<file path="src/rtl/sub_pkg.sv">
`default_nettype none
// ============================================================================
// Module      : sub_pkg
// Description : Shared types and constants for the signed subtract pipeline.
//               Provides the default operand/result widths, the default
//               output buffer depth, operand/result types, the operand
//               extreme constants and the buffer occupancy state encoding.
// Revision    : 1.0 - initial release
// ============================================================================
package sub_pkg;

    localparam int SUB_WIDTH = 4;
    localparam int SUB_DEPTH = 2;

    typedef logic signed [SUB_WIDTH-1:0] operand_t;
    typedef logic signed [SUB_WIDTH:0]   result_t;

    localparam operand_t MAXPOS = operand_t'(7);
    localparam operand_t ZERO   = operand_t'(0);
    localparam operand_t MAXNEG = operand_t'(-8);

    // Occupancy of the output buffer.
    typedef enum logic [1:0] {
        OCC_EMPTY   = 2'd0,
        OCC_PARTIAL = 2'd1,
        OCC_FULL    = 2'd2
    } occ_t;

endpackage : sub_pkg
`default_nettype wire

</file>
<file path="src/rtl/sub_fifo.sv">
`default_nettype none
// ============================================================================
// Module      : sub_fifo
// Description : Synchronous FIFO used as the result buffer of signed_sub_pipe.
//               Circular buffer of DEPTH entries (any depth, pointers wrap
//               explicitly), with an occupancy state machine tracking
//               EMPTY / PARTIAL / FULL.
// Ports       : clk    - clock, rising edge
//               rst    - synchronous active-high reset (clears contents too)
//               push   - write wdata (ignored when full)
//               pop    - advance head (ignored when empty)
//               wdata  - data to write
//               rdata  - head entry
//               count  - number of stored entries
//               full   - count == DEPTH
//               empty  - count == 0
// Revision    : 1.0 - initial release
// ============================================================================
module sub_fifo
    import sub_pkg::*;
#(
    parameter int DATA_W = SUB_WIDTH + 1,
    parameter int DEPTH  = SUB_DEPTH,
    localparam int PTR_W = (DEPTH > 1) ? $clog2(DEPTH) : 1,
    localparam int CNT_W = $clog2(DEPTH + 1)
) (
    input  logic              clk,
    input  logic              rst,
    input  logic              push,
    input  logic              pop,
    input  logic [DATA_W-1:0] wdata,
    output logic [DATA_W-1:0] rdata,
    output logic [CNT_W-1:0]  count,
    output logic              full,
    output logic              empty
);

    localparam logic [PTR_W-1:0] c_LAST_PTR = PTR_W'(DEPTH - 1);
    localparam logic [CNT_W-1:0] c_DEPTH    = CNT_W'(DEPTH);

    logic [DATA_W-1:0] r_mem [DEPTH];
    logic [PTR_W-1:0]  r_wr_ptr;
    logic [PTR_W-1:0]  r_rd_ptr;
    logic [CNT_W-1:0]  r_count;
    occ_t              r_occ;

    logic              w_push;
    logic              w_pop;
    logic [CNT_W-1:0]  w_count_next;
    logic [PTR_W-1:0]  w_wr_ptr_next;
    logic [PTR_W-1:0]  w_rd_ptr_next;
    occ_t              w_occ_next;

    // Guard against overflow/underflow regardless of the caller's gating.
    // A pop never frees a slot for a same-cycle push: full is registered.
    assign w_push = push && (r_occ != OCC_FULL);
    assign w_pop  = pop  && (r_occ != OCC_EMPTY);

    assign w_wr_ptr_next = (r_wr_ptr == c_LAST_PTR) ? '0 : r_wr_ptr + 1'b1;
    assign w_rd_ptr_next = (r_rd_ptr == c_LAST_PTR) ? '0 : r_rd_ptr + 1'b1;

    always_comb begin
        w_count_next = r_count;
        case ({w_push, w_pop})
            2'b10:   w_count_next = r_count + 1'b1;
            2'b01:   w_count_next = r_count - 1'b1;
            default: w_count_next = r_count;
        endcase
    end

    // Occupancy state machine: next state follows the next count.
    always_comb begin
        w_occ_next = r_occ;
        if (w_count_next == '0) begin
            w_occ_next = OCC_EMPTY;
        end else if (w_count_next == c_DEPTH) begin
            w_occ_next = OCC_FULL;
        end else begin
            w_occ_next = OCC_PARTIAL;
        end
    end

    always_ff @(posedge clk) begin
        if (rst) begin
            r_occ <= OCC_EMPTY;
        end else begin
            r_occ <= w_occ_next;
        end
    end

    always_ff @(posedge clk) begin
        if (rst) begin
            for (int i = 0; i < DEPTH; i++) begin
                r_mem[i] <= '0;
            end
            r_wr_ptr <= '0;
            r_rd_ptr <= '0;
            r_count  <= '0;
        end else begin
            if (w_push) begin
                r_mem[r_wr_ptr] <= wdata;
                r_wr_ptr        <= w_wr_ptr_next;
            end
            if (w_pop) begin
                r_rd_ptr <= w_rd_ptr_next;
            end
            r_count <= w_count_next;
        end
    end

    assign rdata = r_mem[r_rd_ptr];
    assign count = r_count;
    assign full  = (r_occ == OCC_FULL);
    assign empty = (r_occ == OCC_EMPTY);

endmodule : sub_fifo
`default_nettype wire

</file>
<file path="src/rtl/signed_sub_pipe.sv">
`default_nettype none
// ============================================================================
// Module      : signed_sub_pipe
// Description : Signed subtractor C = A - B at full WIDTH+1 precision with a
//               FIFO output buffer and valid/ready handshakes on both sides.
//               Results appear one cycle after the push when the buffer is
//               empty. Counts consumed results modulo 256.
// Ports       : clk       - clock, rising edge
//               reset     - synchronous active-high reset
//               A, B      - signed operands (minuend, subtrahend)
//               in_valid  - A/B valid this cycle
//               in_ready  - block accepts A/B this cycle
//               C         - head-of-buffer result (0 when empty)
//               out_valid - C holds a valid result
//               out_ready - consumer takes C this cycle
//               txn_count - results consumed, modulo 256
// Revision    : 1.0 - initial release
// ============================================================================
module signed_sub_pipe
    import sub_pkg::*;
#(
    parameter int WIDTH = SUB_WIDTH,
    parameter int DEPTH = SUB_DEPTH
) (
    input  logic             clk,
    input  logic             reset,
    input  logic [WIDTH-1:0] A,
    input  logic [WIDTH-1:0] B,
    input  logic             in_valid,
    output logic             in_ready,
    output logic [WIDTH:0]   C,
    output logic             out_valid,
    input  logic             out_ready,
    output logic [7:0]       txn_count
);

    localparam int CNT_W = $clog2(DEPTH + 1);

    logic             w_in_ready;
    logic             w_push;
    logic             w_pop;
    logic [WIDTH:0]   w_diff;
    logic [WIDTH:0]   w_head;
    logic [CNT_W-1:0] w_count;
    logic             w_full;
    logic             w_empty;
    logic [7:0]       r_txn_count;

    // Both operands are sign-extended by one bit, so the difference always
    // fits and never wraps.
    assign w_diff = {A[WIDTH-1], A} - {B[WIDTH-1], B};

    // in_ready depends only on registered occupancy and reset; out_ready has
    // no path to it, so a pop cannot open a slot for a same-cycle push.
    assign w_in_ready = !w_full && !reset;
    assign w_push     = in_valid && w_in_ready;
    assign w_pop      = out_valid && out_ready && !reset;

    sub_fifo #(
        .DATA_W (WIDTH + 1),
        .DEPTH  (DEPTH)
    ) u_fifo (
        .clk   (clk),
        .rst   (reset),
        .push  (w_push),
        .pop   (w_pop),
        .wdata (w_diff),
        .rdata (w_head),
        .count (w_count),
        .full  (w_full),
        .empty (w_empty)
    );

    always_ff @(posedge clk) begin
        if (reset) begin
            r_txn_count <= '0;
        end else if (w_pop) begin
            r_txn_count <= r_txn_count + 8'd1;
        end
    end

    assign in_ready  = w_in_ready;
    assign out_valid = (w_count != '0);
    // Popped slots keep old data, so the head is masked when empty.
    assign C         = w_empty ? '0 : w_head;
    assign txn_count = r_txn_count;

endmodule : signed_sub_pipe
`default_nettype wire
</file>
<file path="config.mk">
export PLATFORM = sky130hd
export DESIGN_NAME = signed_sub_pipe
export DESIGN_NICKNAME = d
export VERILOG_FILES = /design/src/rtl/sub_pkg.sv /design/src/rtl/sub_fifo.sv /design/src/rtl/signed_sub_pipe.sv
export SDC_FILE = /design/constraint.sdc
export NUM_CORES = 1
export LEC_CHECK = 0
export BUFFER_PORTS_ARGS = -buffer_cell sky130_fd_sc_hd__buf_4
export CAP_MARGIN = 30
export CORE_AREA = 8 8 72 74
export CTS_BUF_LIST = sky130_fd_sc_hd__clkbuf_16
export DETAILED_ROUTE_END_ITERATION = 8
export DIE_AREA = 0 0 80 82
export PLACE_DENSITY_LB_ADDON = 0.12
export SETUP_SLACK_MARGIN = 0.4
export SYNTH_ARGS = -nofsm -noshare
export SYNTH_HDL_FRONTEND = slang
export SYNTH_SLANG_ARGS = --single-unit
</file>
<file path="constraint.sdc">
create_clock -name clk -period 2.65 [get_ports clk]
set_clock_uncertainty 0.1 [all_clocks]
set_input_delay 0.265 -clock clk [delete_from_list [all_inputs] [get_ports clk]]
set_output_delay 0.265 -clock clk [all_outputs]
set_load 0.05 [all_outputs]
</file>
-- After elaboration in Yosys (flattened, before gate mapping)
Memories as Yosys holds them, arrays and structs flattened. A register that Yosys moved wholly into a read port is not among the register bits.
Cells that the tools add are included.
- latch bits: 0
- RAM bits: 10
- input bits: 12
- memories: 1
- memory bits (read-only): 0
- output and inout bits: 15
- bits in registers: 14
- memory list (name ; depth ; width ; read ports ; clocked after memory_dff ; write ports ; line ; RTL):
    u_fifo.r_mem ; 2 ; 5 ; 1 ; 1 ; 2 ; sub_fifo.sv:41 ; logic [DATA_W-1:0] r_mem [DEPTH];
- add/sub/neg operators: 6
- bitwise operators: 0
- muxes and demuxes: 15
- reduce and logical (&&, ||, !) cells: 14
- $mul: 0
- shifts and indexed selects: 0
- order comparisons: 0
- equality and inequality tests: 5
- divide/modulo/power cells: 0
- operators by type and width (kind ; number):
    $mux W1 ; 11
    $mux W5 ; 2
    $add A8 B1 Y8 const B ; 1
    $eq A2 B2 Y1 const B ; 3
    $logic_and A1 B1 Y1 ; 6
    $reduce_or A5 Y1 ; 1
    $sub A4 B4 Y5 ; 1
    $logic_not A2 Y1 ; 2
    $pmux W2 S2 ; 1
    $reduce_bool A2 Y1 ; 2
    $add A1 B1 Y1 const B ; 2
    $add A2 B1 Y2 const B ; 1
    $eq A2 B1 Y1 const B ; 1
    $logic_not A1 Y1 ; 2
    $mux W2 ; 1
    $ne A2 B2 Y1 const B ; 1
    $reduce_or A2 Y1 ; 1
    $sub A2 B1 Y2 const B ; 1

-- Logic depth before layout (Yosys ltp)
- depth after elaboration: 10
- mapped depth: 8
- depth with buffers taken out: 8

-- Modules after synthesis
A second synthesis with hierarchy kept.
- cell total of the unflattened synthesis: 137
- area, all modules: 1317.5 um^2
- by module, submodules not included (module ; instances ; cells each ; seq. area each (um^2) ; area each (um^2)):
    sub_fifo ; 1 ; 66 ; 440.4 ; 750.7
    signed_sub_pipe ; 1 ; 71 ; 160.2 ; 566.8

-- Worst setup path after synthesis
Ideal clock, no wire load.
- path kind: flip-flop to output port
- from: reg (tool-made name)
- to: out C[0]
- data arrival time: 1.303 ns
- setup slack: 0.982 ns
- cell stages (with the launch flop): 4
- cell sequence: dfxtp_1 > clkbuf_1 > mux2i_1 > nor2_1
- RTL lines (what ; line ; RTL):
    to (decl) ; signed_sub_pipe.sv:31 ; output logic [WIDTH:0] C,

-- Worst setup path after layout
- from: reg u_fifo.r_occ[0]
- to: reg u_fifo.r_occ[1]
- elaborated cells between the ends (all ways): 15
- classes of those cells: eq/ne: 5; mux: 2; reduce/logical: 8
- RTL lines (what ; line ; RTL):
    from (decl) ; sub_fifo.sv:45 ; occ_t r_occ;
    from (signal assigned) ; sub_fifo.sv:87 ; r_occ <= w_occ_next;
    $reduce_bool A2 Y1 (*) ; sub_fifo.sv:57 ; assign w_pop = pop && (r_occ != OCC_EMPTY);
    $logic_and A1 B1 Y1 (*) ; sub_fifo.sv:57 ;
    via u_fifo.w_pop ; sub_fifo.sv:48 ; logic w_pop;
    $eq A2 B1 Y1 or $eq A2 B2 Y1 (tied branches) ; sub_fifo.sv:64 ; case ({w_push, w_pop})
    $pmux W2 S2 (*) ; sub_fifo.sv:64 ;
    $eq A2 B2 Y1 or $logic_not A2 Y1 (tied branches) ; sub_fifo.sv:76, sub_fifo.sv:74 ;
    $mux W2 or $reduce_or A2 Y1 (tied branches) ; - ;
The timed path passes the listed nets; every way through them passes the cells marked *.
A chain may end at the register's enable or synchronous reset.

==> summary.md <==
| Metric | Value |
|---|---|
| Outcome | completed |
| Ordered cell list for the critical path | nor2_1, nor3_2, ha_1, nor2_1, xnor2_1, nor3_1 |
| Post-Syn Instances | around 120 |
| Register-to-Register Setup Slack | around 860 ps |
| Buffer depth of the longest clock path | 2 |
| Final slew viol count | 0 |
| Data required time of the critical path | 2690 ps |
| Maximum number of pins on one net before global-route repair | 15 |
| Area delta synth->final | 26.6% |
| Via Count | 882 |
| Initial antenna violation count | 0 |
| Placed wire-length estimate after detailed placement | between 1500 and 2000 um |
| Post-Syn Area per Cell | just over 10 um^2 |
| Iter 0 DRT Violations | 19 |
| Filler Cells Inserted | around 430 |
| Smallest setup slack after layout | 863 ps |
| Number of buffers created by CTS | 3 |
| Post-route clock period utilization | 0.674 |
| Post-CTS clock slew at the launch and capture registers of the worst setup and hold paths | approximately 60 ps |
| Clk_lat worst skew | approximately 250 ps |
| Total routing usage reported by global routing | 0.0843 |
| Max Fanout on Critical Path | 6 |
| Worst slew margin relative to its limit | 0.648 |
| Area fraction in and, or, nand and nor cells after synthesis | 0.243 |
| Area taken by flip-flops and latches | ~600 um^2 |
| Synth Area in Compound Gates | 0.0340 |
| RSZ-0062 raised after global routing | false |
| Post-CTS repair timing setup buffer count | 0 |
| Post-cts hold buffer count | 0 |
| Wire length of the first global-routing pass | ~4300 um |
| Setup TNS | 0 ps |
| Number of synthesized flops with an enable pin | 10 |
| Highest ir drop seen on vdd | approximately 0.23 mV |
| Share of the synthesized area in the top cell type | 0.240 |
| Average wire per standard cell | around 12 um |
| Buffer cell driving the clock tree root | clkbuf_16 |
| Area of combinational cells with multiple inputs | a little over 600 um^2 |
| Combinational family with the most area after synthesis | simple AND/OR/NAND/NOR gates |
| Post-CTS sizing | 0 |
| Main flop type after synthesis | dfxtp_1 |
| Number of max-cap violations | 0 |
| Post-synth design cell area | 1250 um^2 |
| DRT antenna net count | 0 |
| Final hold vios | 0 |
| Vias per inst | around 4.4 |
| IO Port Bufs | 26 |
| Data arrival at the endpoint of the critical path | 1830 ps |
| Top cells by area in the synthesized netlist | dfxtp_1 24%, edfxtp_1 24%, nor2_1 7.2%, xnor2_1 7.0%, ha_1 6.0% |
| Arithmetic-cell share of the synthesized area counting full adders, half adders and majority gates | 0.0761 |
| Cell type of the slowest stage on the worst timing path | nor2_1 |
| Global-route congestion overflow total | 0 |
| Cell repeated most along the worst path | nor2_1 |
| WL final | approximately 2500 um |
| Sequential fraction of the synthesis area | 0.480 |
| Proportion of synthesized area in mux cells | 0.0561 |
| Worst setup slack before clock tree synthesis | roughly 840 ps |
| Die X-Extent | roughly 80 um |
| Final routed DRC violation total | 0 |
| Post-synthesis net count | approximately 140 |
| Total number of placement rows | 24 |
| Total cell area at the placement stage | 1500 um^2 |
| Final weighted congestion in routability-driven placement | approximately 0.72 |
| Total inserted antenna cells | 0 |
| Length of the first detailed-routing pass in iterations | 3 |
| Number of H-tree levels | 1 |
| Fraction of final layout cells with drive strength greater than 1 | 0.287 |
| Final net count | between 150 and 200 |
| Final non-filler cell area | roughly 1600 um^2 |
| Dominant cell type by area after synthesis | dfxtp_1 |
| Std-Cell Core Area | slightly above 4000 um^2 |
| Worst min-delay path category | input pin to flop |
| Worst Tran Pin Value | around 530 ps |
| Synth top cells by count | 24 x nor2_1, 15 x dfxtp_1, 10 x edfxtp_1, 10 x xnor2_1, 9 x nand2_1 |
| Initial Utilization | 0.302 |
| Leak | between 0.6 and 0.7 nW |
| Largest stage delay, worst path | approximately 430 ps |
| Most frequent cell after synthesis | nor2_1 |
| Kind of start point of the critical path | flop |
| Classification of the worst setup path | flop to flop |
| Total power per unit cell area | around 580 nW/um^2 |
| Share of the synthesized netlist area taken by xor and xnor gates | 0.0771 |
| Ports | 27 |
| Total die area | 6560 um^2 |
| Register bit count reported by yosys | 25 |
| Number of global-route vias before repair | 939 |
| Asr flop ratio synth | 0 |
| Count of warnings emitted by yosys | 0 |
| CTS sink count | 25 |
| Kind of end point of the critical path | flop |
| Count of final setup violators | 0 |
| Yosys cell types | 29 |
| CTS tree | yes |
| Min Clock Period, post-route | roughly 1800 ps |
| Max Clk Rate | roughly 0.56 GHz |
| Die Y-Extent | about 80 um |
[through the flow]
step | hold slack [ps] | util | total power [mW] | cells
after floorplan | 244 | - | 0.544 | 122
after global placement | 366 | 0.363 | 0.591 | 198
after detailed placement | 362 | 0.363 | 0.594 | 198
after CTS | 179 | 0.382 | 0.924 | 202
after global routing | 194 | 0.382 | 0.956 | 202
final | 179 | 0.382 | 0.911 | 202
[per-layer routing]
| layer | GRT usage | vias to the layer above | part of all wire |
|---|---|---|---|
| met5 | 0 | - | 0 |
| met2 | 0.142 | 18 | 0.48 |
| met4 | 0.0564 | 0 | 0.016 |
| met1 | 0.0932 | 394 | 0.47 |
| li1 | - | 468 | - |
| met3 | 0.0197 | 2 | 0.037 |
[cells in the final DEF (no fill, tap or decap), types with 2 or more instances in the layout]
cell type and n:
nor3_1 5, o21a_1 3, nor2_1 24, nor4_2 3
dfxtp_1 15, nand4_1 2, clkbuf_16 3, xnor2_1 10
ha_1 6, buf_4 26, mux2i_1 7, edfxtp_1 10
inv_2 3, and2_1 2, nor2b_1 2, nand2_1 9
inv_1 6
[power breakdown]
part	internal [mW]	total [mW]	switching [mW]
logic	0.0564	0.152	0.0952
registers	0.419	0.430	0.0106
clock network	0.203	0.329	0.126
total	0.679	0.911	0.232
[registers in the layout (all words and copies together) (netlist names), named ones only]
name / count
u_fifo.r_mem: 10
txn_count: 8
u_fifo.count: 2
u_fifo.r_occ: 2
u_fifo.r_rd_ptr: 1
u_fifo.r_wr_ptr: 1
[final timing paths]
kind                                 startpoint               to  cells after the start
worst max register to register  u_fifo.r_occ[0]  u_fifo.r_occ[1]                      6
worst min register to register  u_fifo.r_wr_ptr  u_fifo.r_wr_ptr                      2
worst max-delay path            u_fifo.r_occ[0]  u_fifo.r_occ[1]                      6
worst min-delay path                      reset     txn_count[3]                      2
[cell families after synthesis]
| family | count (synthesis) |
|---|---|
| simple gates | 55 |
| flops | 25 |
| xor+xnor | 11 |
| buf+inv | 11 |
| mux | 7 |
| fa+ha+maj | 7 |
| compound gates | 6 |
[final cells by class]
class                           count  area share
Clock buffer                        3      0.0474
Clock inverter                      1     0.00316
Inverter                            9      0.0213
Multi-Input combinational cell     86       0.384
Sequential cell                    25       0.379
Tap cell                           52      0.0411
Timing Repair Buffer               26       0.123
[critical path, delay by kind of cell, from the launching register on]
kind	cells	cell delay [ps]
flip-flops	1	320
XOR/XNOR	1	160
AND/OR/NAND/NOR	4	750
adder cells (fa/ha/maj)	1	340
(Power assumes the default switching activity.)
